`config.mk`:
```
export PLATFORM = sky130hd
export DESIGN_NAME = fft_twiddle_sequencer
export DESIGN_NICKNAME = d
export VERILOG_FILES = /design/src/rtl/fft_twiddle_sequencer.sv
export SDC_FILE = /design/constraint.sdc
export NUM_CORES = 1
export LEC_CHECK = 0
export ABC_AREA = 1
export BUFFER_PORTS_ARGS = -buffer_cell sky130_fd_sc_hd__buf_2
export CAP_MARGIN = 40
export CORE_AREA = 10 10 86 88
export CTS_BUF_LIST = sky130_fd_sc_hd__clkbuf_4
export CTS_CLUSTER_DIAMETER = 40
export CTS_CLUSTER_SIZE = 16
export DETAILED_ROUTE_END_ITERATION = 6
export DIE_AREA = 0 0 96 98
export PLACE_DENSITY = 0.72
export SYNTH_ARGS = -nofsm -noshare
export SYNTH_HDL_FRONTEND = slang
export SYNTH_SLANG_ARGS = --single-unit
```
`constraint.sdc`:
```
create_clock -name clk -period 12.86 [get_ports clk]
set_input_delay 0.643 -clock clk [delete_from_list [all_inputs] [get_ports clk]]
set_output_delay 0.643 -clock clk [all_outputs]
set_load 0.1 [all_outputs]
```
`src/rtl/fft_twiddle_sequencer.sv`:
```
// Radix-2 DIT FFT butterfly scheduler: walks stage/group/k and drives the registered twiddle ROM
// address one cycle ahead of the descriptor. Optional FFT_TWSEQ_STAGE_SYNC_EN adds a stage_ack gate.
module fft_twiddle_sequencer #(
  parameter int LOG2N  = 5,
  parameter int ADDR_W = 5
) (
  input  logic              clk,
  input  logic              rst_n,
  input  logic              start,
  input  logic              abort,
`ifdef FFT_TWSEQ_STAGE_SYNC_EN
  input  logic              stage_ack,
`endif
  output logic [ADDR_W-1:0] rom_addr,
  output logic              bfly_valid,
  input  logic              bfly_ready,
  output logic [LOG2N-1:0]  idx_a,
  output logic [LOG2N-1:0]  idx_b,
  output logic [LOG2N-1:0]  stage,
  output logic              bfly_last,
  output logic              busy,
  output logic              done
);

  localparam int N = 1 << LOG2N;

  // Handshake: a descriptor transfers on a rising edge where bfly_valid && bfly_ready.
  // Once raised, bfly_valid and the descriptor fields stay put until that transfer.
  typedef enum logic [1:0] {S_IDLE, S_RUN, S_WAIT_ACK, S_DONE} state_t;

  state_t state_q, state_d;

  logic [LOG2N-1:0]  s_q, g_q, k_q;
  logic [LOG2N-1:0]  nxt_s, nxt_g, nxt_k;
  logic [LOG2N:0]    half_w, grp_w, base_w, idx_a_w, nxt_half_w;
  logic [LOG2N-1:0]  half_m1, grp_m1;
  logic              k_end, g_end, stage_end, final_b;
  logic              accept, advance;
  logic [ADDR_W-1:0] cur_addr, nxt_addr;

  // Geometry of the current stage, derived from the counters
  always_comb begin
    half_w    = (LOG2N+1)'(1) << s_q;
    grp_w     = (LOG2N+1)'(N) >> (s_q + 1'b1);
    half_m1   = LOG2N'(half_w - 1'b1);
    grp_m1    = LOG2N'(grp_w - 1'b1);
    base_w    = (LOG2N+1)'(g_q) << (s_q + 1'b1);
    idx_a_w   = base_w + (LOG2N+1)'(k_q);
    k_end     = (k_q == half_m1);
    g_end     = (g_q == grp_m1);
    stage_end = k_end && g_end;
    final_b   = stage_end && (s_q == LOG2N'(LOG2N - 1));
    cur_addr  = ADDR_W'(half_m1) + ADDR_W'(k_q);
  end

  assign accept  = bfly_valid && bfly_ready;
  assign advance = !abort && (((state_q == S_IDLE) && start) ||
                              ((state_q == S_RUN) && accept));

  // Next descriptor; from IDLE or after the final butterfly the walk restarts at zero
  always_comb begin
    nxt_s = s_q;
    nxt_g = g_q;
    nxt_k = k_q;
    if ((state_q == S_IDLE) || final_b) begin
      nxt_s = '0;
      nxt_g = '0;
      nxt_k = '0;
    end else if (!k_end) begin
      nxt_k = k_q + 1'b1;
    end else if (!g_end) begin
      nxt_k = '0;
      nxt_g = g_q + 1'b1;
    end else begin
      nxt_k = '0;
      nxt_g = '0;
      nxt_s = s_q + 1'b1;
    end
    nxt_half_w = ((LOG2N+1)'(1) << nxt_s) - 1'b1;
    nxt_addr   = ADDR_W'(nxt_half_w) + ADDR_W'(nxt_k);
  end

  // Look ahead on advance so the registered ROM output lines up with the presented descriptor
  assign rom_addr = advance ? nxt_addr : cur_addr;

  always_ff @(posedge clk or negedge rst_n) begin
    if (!rst_n) begin
      s_q <= '0;
      g_q <= '0;
      k_q <= '0;
    end else if (abort || (state_q == S_DONE)) begin
      s_q <= '0;
      g_q <= '0;
      k_q <= '0;
    end else if (advance) begin
      s_q <= nxt_s;
      g_q <= nxt_g;
      k_q <= nxt_k;
    end
  end

  always_ff @(posedge clk or negedge rst_n) begin
    if (!rst_n) state_q <= S_IDLE;
    else        state_q <= state_d;
  end

  always_comb begin
    state_d = state_q;
    case (state_q)
      S_IDLE: if (start && !abort) state_d = S_RUN;
      S_RUN: begin
        if (abort)                   state_d = S_IDLE;
        else if (accept && final_b)  state_d = S_DONE;
`ifdef FFT_TWSEQ_STAGE_SYNC_EN
        else if (accept && stage_end) state_d = S_WAIT_ACK;
`endif
      end
      S_WAIT_ACK: begin
`ifdef FFT_TWSEQ_STAGE_SYNC_EN
        if (abort)          state_d = S_IDLE;
        else if (stage_ack) state_d = S_RUN;
`else
        state_d = S_IDLE;
`endif
      end
      S_DONE:  state_d = S_IDLE;
      default: state_d = S_IDLE;
    endcase
  end

  always_comb begin
    bfly_valid = (state_q == S_RUN);
    busy       = (state_q == S_RUN) || (state_q == S_WAIT_ACK);
    done       = (state_q == S_DONE);
    bfly_last  = (state_q == S_RUN) && stage_end;
    stage      = s_q;
    idx_a      = idx_a_w[LOG2N-1:0];
    idx_b      = busy ? (idx_a_w[LOG2N-1:0] + half_w[LOG2N-1:0]) : '0;
  end

endmodule
```
==> flow_summary.toml <==
[run_status]
status = "finished clean"

[logic_synthesis]
netlist_instances = 350
ys_async_sr_fraction_pct = 100.0
synthesis.area_um2 = 2447
ys_ff_latch = 17
yosysSeqAreaShare_pct = 17.38
synth_top_area_share_pct = 17.38
yosys-top-cells-area = "dfrtp_1 17%, ha_1 15%, nand2_1 12%"
synth-edff-count = 0
ys_warn_count = 0
syn_avg_cell_area_um2 = 6.992
synth_ff_type = "dfrtp_1"
syn_nets = 388
synth_largest_area_cell = "dfrtp_1"
synthDistinctLibCells = 36

[floorplan]
coreArea_um2 = 5746
initial_core_util_pct = 42.60
rows = 28
die_w_um = 96
die_area_um2 = 9408
die_y_um = 98
pin_count = 29

[global_route]
overflow = 0
antenna_found_initial = 0
grt_pass1_wl_um = 10560
grt_usage_pct = 13.36
grt_max_degree = 18
grt_pass1_vias = 2271

[route]
viasPerCell = 5.110
ant_nets = 0
routedWlPerCell_um = 13.47
dr.pass1.iters = 4
drc = 0
drtIter0Drc = 158
wl_um = 6114
vias = 2320

[run]
max_cap_viol_count = 0

[sta]
rsz0062_at_grt = "no"
skew_ns = 0.004358
finalSetupTns_ns = 0
slew_viol_final = 0
hold_slack_ns = 0.2648
setup_viol = 0
maxSlewHeadroom_pct = 66.89
fin_crit_sh_pct = 48.16
fmax_mhz = 161.4
period_needed_ns = 6.194
hold_viol = 0
max_slew.worst_pin.slew_ns = 0.5002
layout_setup_ws_ns = 6.666

[worst_setup_path]
slowest_delay_ns = 0.62
cp_common_cell = "inv_1"
critical-path-top-delay-family = "simple AND/OR/NAND/NOR gates"
path_buf_inv = 8
worstPathArrival_ns = 5.55
worstSetupEndpointType = "output pin"
critical_path.startpoint_type = "register"
worstPathRequired_ns = 12.22
path_max_fanout = 10
worstSetupPathType = "register to output pin"
cp_slowest_cell = "dfrtp_1"

[clock_network]
cts-buffers-inserted = 3
clock_sinks = 17
clock_path_buffers = 2
insertion_delay_ns = 0.29
cts_tree = "built"
cts.repair.resized = 0
holdBufCountCts = 0
postCtsSetupRepairBufs = 0
cts-root-buf = "clkbuf_4"
htreeDepth = 1
clk_pin_slew_ns = 0.10

[finish]
num-nets-final = 418
final_cell_mix = "79 x nand2_1, 60 x inv_1, 29 x ha_1"
synthToLayoutAreaGrowth_pct = 10.02
instances_no_fill = 454
fin_area_um2 = 2693
drive_gt1_share_pct = 18.47
final_util_pct = 46.86
layout_commonest_cell = "nand2_1"
n_antenna_cell = 0
fillCellCount = 597

[power]
swShare_pct = 59.57
power_switching_mw = 0.1437
power_frac_comb_pct = 61.5
p_int_mw = 0.09755
powerDensity_nw_per_um2 = 89.61
seq_power_share_pct = 25.4
power_leakage_nw = 1.518
pwr-share-clk_pct = 13.2
p_total_mw = 0.2413
vdd_drop_max_v = 0.0001116

[placed_design]
post-dp-hpwl_um = 5184
port_buffers = 28
place_area_um2 = 2663
dpl.cell_count = 450
routabilityCongestion = 0.8916
post-place-ws_ns = 7.003

[min_path]
hp-class = "input port to asynchronous set/reset pin"
cell usage after synthesis, drive strengths merged, types with 3 or more instances:
cell type and number:
a21oi 13, dfrtp 17, fa 4, ha 29
inv 69, nand2 85, nand3 30, nand4 10
nor2 29, nor3 3, o21ai 19, o22ai 13
xnor2 6, xor2 12
kinds of logic (layout without fill, tap and decap cells):
group,count (synthesis),after routing,synth area share [%]
AO/OA/AOI/OAI,49,49,11.35
XOR/XNOR,18,18,7.976
adder cells (fa/ha/maj),33,33,18.10
buffers and inverters,73,102,11.50
flip-flops,17,17,17.38
AND/OR/NAND/NOR,160,160,33.69
cell type report:
cell class	instances	area [um^2]	area share, %
flip-flops and latches	17	425.4	15.80
well taps	75	93.84	3.485
repair buffers	28	140.1	5.204
clock buffers	4	30.03	1.115
inverters	70	262.8	9.758
multi-input cells	260	1740	64.64
worst reg2reg max path: stages, from the launching register on:
cell	delay [ns]
dfrtp_1	0.62
inv_1	0.19
nor3_1	0.44
inv_1	0.09
ha_1	0.28
inv_1	0.05
ha_1	0.29
nor4_1	0.28
inv_1	0.15
nor2_8	0.23
nand4_4	0.17
nand2_4	0.15
nor2_2	0.09
o21ai_2	0.20
inv_2	0.07
nor2_1	0.10
a21oi_1	0.05
power by group through the flow:
stage	logic, mW	registers [mW]	clock network [mW]
finish	0.148	0.0612	0.0318
global placement	0.146	0.0621	0
global route	0.157	0.0618	0.0373
detailed placement	0.148	0.0624	0
CTS	0.148	0.0614	0.0332
floorplan	0.126	0.0610	0
per-layer routing:
layer  vias to the layer above  routed length [um]  global-route usage, %
met5                         -                   0                      0
met4                         0                  12                  1.476
met2                        55                2979                  22.89
li1                       1197                   -                      -
met3                         2                 325                  2.450
met1                      1066                2796                  17.23
registers in the layout, indices dropped and copies added, names as in the netlist:
name     cells
stage        5
k_q          5
state_q      2
g_q          5
worst paths after layout:
path | start | end | slack [ns] | cells past startpoint
min reg2reg | state_q[1] | state_q[1] | 0.56 | 2
min | rst_n | state_q[1] | 0.26 | 1
max reg2reg | stage[0] | g_q[2] | 9.31 | 16
min in group clk | state_q[1] | state_q[1] | 0.56 | 2
max | stage[0] | rom_addr[4] | 6.67 | 29
max in group asynchronous | rst_n | k_q[1] | 12.31 | 1
No activity file was read; power rests on OpenSTA's default activity.
